**src/rtl/cpu_decode.sv**
```systemverilog
// RV32I decode stage: drives register-file read addresses and registers decoded fields, 1-cycle latency.
// Single-entry slot: instr_ready = !dec_valid || dec_ready; a stall holds every field except operands, which follow writes.
module cpu_decode (
  input  logic        CLK,
  input  logic        RST,
  input  logic        instr_valid,
  output logic        instr_ready,
  input  logic [31:0] instr,
  input  logic [31:0] pc,
  output logic [4:0]  rs1_addr,
  output logic [4:0]  rs2_addr,
  input  logic [31:0] rs1_in,
  input  logic [31:0] rs2_in,
  input  logic [31:0] wb_rd,
  input  logic [4:0]  wb_rd_addr,
  input  logic        wb_rd_en,
  output logic        dec_valid,
  input  logic        dec_ready,
  output logic [31:0] dec_pc,
  output logic [3:0]  dec_op,
  output logic [2:0]  dec_funct3,
  output logic        dec_funct7b5,
  output logic [4:0]  dec_rd_addr,
  output logic        dec_rd_we,
  output logic [31:0] dec_imm,
  output logic [31:0] dec_rs1_data,
  output logic [31:0] dec_rs2_data,
  output logic        dec_illegal
);

  localparam logic [3:0] OP_LUI    = 4'd0;
  localparam logic [3:0] OP_AUIPC  = 4'd1;
  localparam logic [3:0] OP_JAL    = 4'd2;
  localparam logic [3:0] OP_JALR   = 4'd3;
  localparam logic [3:0] OP_BRANCH = 4'd4;
  localparam logic [3:0] OP_LOAD   = 4'd5;
  localparam logic [3:0] OP_STORE  = 4'd6;
  localparam logic [3:0] OP_OPIMM  = 4'd7;
  localparam logic [3:0] OP_OP     = 4'd8;
  localparam logic [3:0] OP_MISC   = 4'd9;
  localparam logic [3:0] OP_SYSTEM = 4'd10;
  localparam logic [3:0] OP_ILL    = 4'd15;

  typedef struct packed {
    logic [31:0] pc;
    logic [3:0]  op;
    logic [2:0]  funct3;
    logic        funct7b5;
    logic [4:0]  rd_addr;
    logic [31:0] imm;
    logic        illegal;
  } dec_t;

  logic        dec_valid_q, dec_valid_d;
  dec_t        dec_q, dec_d;
  dec_t        dec_new;
  logic [4:0]  rs1_addr_q, rs1_addr_d;
  logic [4:0]  rs2_addr_q, rs2_addr_d;
  logic        byp1_q, byp1_d;
  logic        byp2_q, byp2_d;
  logic [31:0] bypdata1_q, bypdata1_d;
  logic [31:0] bypdata2_q, bypdata2_d;

  logic        accept;
  logic [31:0] imm_i, imm_s, imm_b, imm_u, imm_j;

  assign instr_ready = !dec_valid_q || dec_ready;
  assign accept      = instr_valid && instr_ready;

  // Addresses follow the incoming instruction only on accept; otherwise the
  // held addresses are re-read so writes landing during a stall are picked up.
  assign rs1_addr = accept ? instr[19:15] : rs1_addr_q;
  assign rs2_addr = accept ? instr[24:20] : rs2_addr_q;

  assign imm_i = {{20{instr[31]}}, instr[31:20]};
  assign imm_s = {{20{instr[31]}}, instr[31:25], instr[11:7]};
  assign imm_b = {{19{instr[31]}}, instr[31], instr[7], instr[30:25], instr[11:8], 1'b0};
  assign imm_u = {instr[31:12], 12'b0};
  assign imm_j = {{11{instr[31]}}, instr[31], instr[19:12], instr[20], instr[30:21], 1'b0};

  always_comb begin
    dec_new          = '0;
    dec_new.pc       = pc;
    dec_new.funct3   = instr[14:12];
    dec_new.funct7b5 = instr[30];
    dec_new.rd_addr  = instr[11:7];
    dec_new.op       = OP_ILL;
    dec_new.imm      = '0;
    dec_new.illegal  = 1'b1;
    if (instr[1:0] == 2'b11) begin
      dec_new.illegal = 1'b0;
      case (instr[6:2])
        5'b01101: begin dec_new.op = OP_LUI;    dec_new.imm = imm_u; end
        5'b00101: begin dec_new.op = OP_AUIPC;  dec_new.imm = imm_u; end
        5'b11011: begin dec_new.op = OP_JAL;    dec_new.imm = imm_j; end
        5'b11001: begin dec_new.op = OP_JALR;   dec_new.imm = imm_i; end
        5'b11000: begin dec_new.op = OP_BRANCH; dec_new.imm = imm_b; end
        5'b00000: begin dec_new.op = OP_LOAD;   dec_new.imm = imm_i; end
        5'b01000: begin dec_new.op = OP_STORE;  dec_new.imm = imm_s; end
        5'b00100: begin dec_new.op = OP_OPIMM;  dec_new.imm = imm_i; end
        5'b01100: begin dec_new.op = OP_OP;     dec_new.imm = '0;    end
        5'b00011: begin dec_new.op = OP_MISC;   dec_new.imm = imm_i; end
        5'b11100: begin dec_new.op = OP_SYSTEM; dec_new.imm = imm_i; end
        default:  begin dec_new.op = OP_ILL;    dec_new.illegal = 1'b1; end
      endcase
    end
    if (dec_new.illegal || dec_new.op == OP_BRANCH ||
        dec_new.op == OP_STORE || dec_new.op == OP_MISC) begin
      dec_new.rd_addr = '0;
    end
  end

  always_comb begin
    dec_valid_d = dec_valid_q;
    dec_d       = dec_q;
    rs1_addr_d  = rs1_addr_q;
    rs2_addr_d  = rs2_addr_q;
    if (accept) begin
      dec_valid_d = 1'b1;
      dec_d       = dec_new;
      rs1_addr_d  = instr[19:15];
      rs2_addr_d  = instr[24:20];
    end else if (dec_ready) begin
      dec_valid_d = 1'b0;
    end
  end

  // Register file reads before it writes on the same edge, so a matching
  // write is captured here and substituted for the stale read next cycle.
  always_comb begin
    byp1_d     = wb_rd_en && (wb_rd_addr == rs1_addr) && (rs1_addr != 5'd0);
    byp2_d     = wb_rd_en && (wb_rd_addr == rs2_addr) && (rs2_addr != 5'd0);
    bypdata1_d = byp1_d ? wb_rd : bypdata1_q;
    bypdata2_d = byp2_d ? wb_rd : bypdata2_q;
  end

  always_ff @(posedge CLK) begin
    if (RST) begin
      dec_valid_q <= 1'b0;
      dec_q       <= '0;
      rs1_addr_q  <= '0;
      rs2_addr_q  <= '0;
      byp1_q      <= 1'b0;
      byp2_q      <= 1'b0;
      bypdata1_q  <= '0;
      bypdata2_q  <= '0;
    end else begin
      dec_valid_q <= dec_valid_d;
      dec_q       <= dec_d;
      rs1_addr_q  <= rs1_addr_d;
      rs2_addr_q  <= rs2_addr_d;
      byp1_q      <= byp1_d;
      byp2_q      <= byp2_d;
      bypdata1_q  <= bypdata1_d;
      bypdata2_q  <= bypdata2_d;
    end
  end

  assign dec_valid    = dec_valid_q;
  assign dec_pc       = dec_q.pc;
  assign dec_op       = dec_q.op;
  assign dec_funct3   = dec_q.funct3;
  assign dec_funct7b5 = dec_q.funct7b5;
  assign dec_rd_addr  = dec_q.rd_addr;
  assign dec_rd_we    = (dec_q.rd_addr != 5'd0);
  assign dec_imm      = dec_q.imm;
  assign dec_illegal  = dec_q.illegal;

  assign dec_rs1_data = (rs1_addr_q == 5'd0) ? 32'd0 : (byp1_q ? bypdata1_q : rs1_in);
  assign dec_rs2_data = (rs2_addr_q == 5'd0) ? 32'd0 : (byp2_q ? bypdata2_q : rs2_in);

endmodule

```
**config.mk**
```make
export PLATFORM = sky130hd
export DESIGN_NAME = cpu_decode
export DESIGN_NICKNAME = d
export VERILOG_FILES = /design/src/rtl/cpu_decode.sv
export SDC_FILE = /design/constraint.sdc
export NUM_CORES = 1
export LEC_CHECK = 0
export BUFFER_PORTS_ARGS = -buffer_cell sky130_fd_sc_hd__buf_2
export CORE_MARGIN = 5
export CORE_UTILIZATION = 48
export CTS_CLUSTER_DIAMETER = 40
export DETAILED_ROUTE_END_ITERATION = 7
export MAX_ROUTING_LAYER = met4
export PLACE_DENSITY = 0.78
export SYNTH_ARGS = -nofsm -noshare
export SYNTH_HDL_FRONTEND = slang
export SYNTH_SLANG_ARGS = --single-unit
```
**constraint.sdc**
```tcl
create_clock -name CLK -period 2.45 [get_ports CLK]
set_clock_uncertainty 0.1 [all_clocks]
set_input_delay 0.49 -clock CLK [delete_from_list [all_inputs] [get_ports CLK]]
set_output_delay 0.49 -clock CLK [all_outputs]
set_load 0.02 [all_outputs]
```
==> run_results.csv <==
group,metric,value,unit
die,dieArea,18270,µm²
global_route,grt_max_degree,107,
synthesis,synthCells,906,
drt,wirelength,23170,µm
timing,report.final.setup_viol,3,
setup_path,critical_path_arrival,1.87,ns
global_route,first_global_vias,6993,
synthesis,yosys_warnings,0,
setup_path,crit_fanout,32,
synthesis,syn_avg_cell_area,8.300,µm²
setup_path,cp.required,1.86,ns
final_layout,area_growth,32.98,%
timing,slew_headroom,67.60,%
die,die_y,135.2,µm
final_layout,diodes,0,
setup_path,cp-start-kind,"flop",
power_and_ir_drop,ir_drop,442.5,µV
timing,hold_viol_final,0,
final_layout,final_layout_size_suffix_gt1_share,33.06,%
placed_design,hpwlAfterDp,17390,µm
cts,numClockSinks,155,
drt,wire_per_inst,16.24,µm
cts,clk_pin_slew,0.06,ns
worst_hold_path,min_path_cells,3,
drt,post_drt_via_cell_ratio,5.092,
timing,worst_hold_slack,0.2016,ns
cts,cts_max_level,4,
final_layout,final_nets,1374,
drt,vias,7266,
run_status,outcome,"finished, violations left",
timing,fin_crit_sh,100.2,%
drt,drt_first_iter_violations,484,
synthesis,ys.flop_type,"dfxtp_1",
placed_design,port_buffers,324,
global_route,antenna_found_initial,0,
timing,fin_ws,-0.005784,ns
setup_path,crit_chain,"or4_4, nor2_4, buf_12, nor2_1, buf_2",
die,io_pins,325,
timing,fmax,0.4072,GHz
run_status,violations,"setup timing",
die,die_w,135.2,µm
cts,cts_hold_buf,0,
cts,clock_latency,0.42,ns
cts,cts-root-buf,"clkbuf_16",
setup_path,ff2ff_setup_slack,0.16,ns
final_layout,layout_common_cells,"319 x buf_2, 151 x dfxtp_1, 138 x nor2_1, 133 x nand2_1, 131 x mux2i_1",
cts,cts_buffers,17,
die,fp-row-count,45,
final_layout,multi_input_area,4080,µm²
final_layout,regArea,3108,µm²
worst_hold_path,hp-class,"primary input to flop",
setup_path,path_buf_inv,2,
power_and_ir_drop,finalPower,6293,µW
setup_path,crit_path_max_incr_delay,0.54,ns
timing,rsz0062_at_grt,"true",
die,core-area,15260,µm²
die,initial_utilization,49.28,%
synthesis,syn-num-nets,1076,
timing,drv_slew,0,
synthesis,synthArstFlopShare,0,%
setup_path,cp.depth,5,
final_layout,final_common_cell,"buf_2",
cts,clockBufferDepth,2,
synthesis,ys_types,49,
timing,fin_crit,2.456,ns
setup_path,end_kind,"primary output",
flow_run,max-cap-violations,0,
synthesis,yosysSeqAreaShare,41.26,%
drt,postRouteAntennaNets,0,
timing,tightestPinTransition,0.4860,ns
placed_design,gp_congestion,0.8878,
setup_path,critical-path-top-delay-family,"simple AND/OR/NAND/NOR gates",
drt,drc,0,
final_layout,fill_cells,1309,
global_route,track_usage,24.94,%
synthesis,ys_ff_latch,155,
cts,cts_tree,"yes",
setup_path,critPathKind,"flop to primary output",
global_route,grt_pass1_wl,35580,µm
synthesis,syn-cell-area,7520,µm²
setup_path,critical-path-slowest-cell,"or4_4",
synthesis,synth_edf_count,0,
power_and_ir_drop,p_leak,0.004650,µW
global_route,grt_overflow,0,
setup_path,reg2reg_depth,7,
drt,drt_pass1_iterations,6,
power_and_ir_drop,pwr_density_cell,629.4,nW/µm²
[registers in the layout (all words and copies together), names as in the netlist, 3 cells and up]
register	count
bypdata1_q	32
rs2_addr_q	5
dec_op	4
dec_funct3	3
bypdata2_q	32
rs1_addr_q	5
dec_rd_addr	5
dec_imm	32
dec_pc	32
[worst register-to-register path: stages, from the launching register on]
cell      delay, ns
dfxtp_1        0.37
nand2b_4       0.08
nand2_4        0.13
mux2i_1        0.30
mux2i_1        0.11
or4_2          0.67
buf_12         0.23
mux2i_1        0.17
[cells by family (layout without fill, tap and decap cells)]
group	after synthesis	count (layout)	share of synthesized area, %
AO/OA/AOI/OAI	144	144	11.91
AND/OR/NAND/NOR	376	376	22.31
XOR/XNOR	15	15	1.747
multiplexers	134	134	17.95
buffers and inverters	82	392	4.809
flip-flops	155	155	41.26
[path summary, 6_finish.rpt]
path | from | end
setup reg to reg | dec_valid | bypdata2_q[25]
setup / recovery | rs1_addr_q[2] | dec_rs1_data[17]
hold / removal | pc[0] | dec_pc[0]
hold reg to reg | dec_imm[19] | dec_imm[19]
[power breakdown]
group | switching [µW] | leakage (µW) | internal, µW
sequential | 39.0 | 0.00126 | 2590
combinational | 718 | 0.00312 | 459
clock | 1040 | 0.000267 | 1450
total | 1790 | 0.00465 | 4500
[area by class of cell]
class,instances,area share [%]
repair buffers,353,19.63
flip-flops and latches,155,31.08
clock inverters,9,0.9009
inverters,8,0.3003
well taps,211,2.640
multi-input cells,669,40.80
clock buffers,22,4.642
[metrics by stage]
stage | cells | TNS (ns) | util [%] | setup WS, ns | instance area [µm²]
2_1_floorplan | 906 | 0 | - | 0.1015 | 7520
3_3_place_gp | 1397 | -3.115 | 61.68 | -0.07850 | 9412
3_5_place_dp | 1397 | -7.280 | 61.68 | -0.1385 | 9412
4_1_cts | 1427 | -0.2566 | 65.45 | -0.02237 | 9987
5_1_grt | 1427 | -2.941 | 65.54 | -0.07160 | 10000
6_report | 1427 | -0.009008 | 65.54 | -0.005784 | 10000
[what timing repair did]
action | in CTS | in global routing
resized for setup | 9 | 5
setup buffers | 0 | 0
endpoints found under the setup margin | 65 | 75
[synthesized netlist by cell type (all sizes together), types with 2 or more instances]
library cell	count	share of area (%)
a31oi	4	0.33
nor4	3	0.25
a211oi	4	0.40
clkbuf	52	2.6
and2	4	0.33
a2bb2oi	4	0.47
mux2i	133	18
a21o	12	1.2
o22ai	4	0.33
nand3	4	0.27
xor2	13	1.5
nand2b	69	5.8
o21ai	15	1.0
inv	8	0.40
a21bo	2	0.27
nor2	140	7.0
a21oi	71	4.7
o21bai	3	0.30
xnor2	2	0.23
dfxtp	155	41
a22oi	15	1.5
or4	3	0.30
nor2b	3	0.25
nor3	8	0.53
a32oi	2	0.23
nand2	134	6.8
nand3b	2	0.20
or2	3	0.25
buf	22	1.8
[layer usage]
metal	up-vias	GRT usage [%]	wire length, µm
met4	0	7.335	497
met2	278	41.21	11110
met1	3317	30.09	9621
li1	3629	-	-
met3	42	6.538	1943
met5	-	-	0
Note: power is estimated with default switching activity, not from simulation.
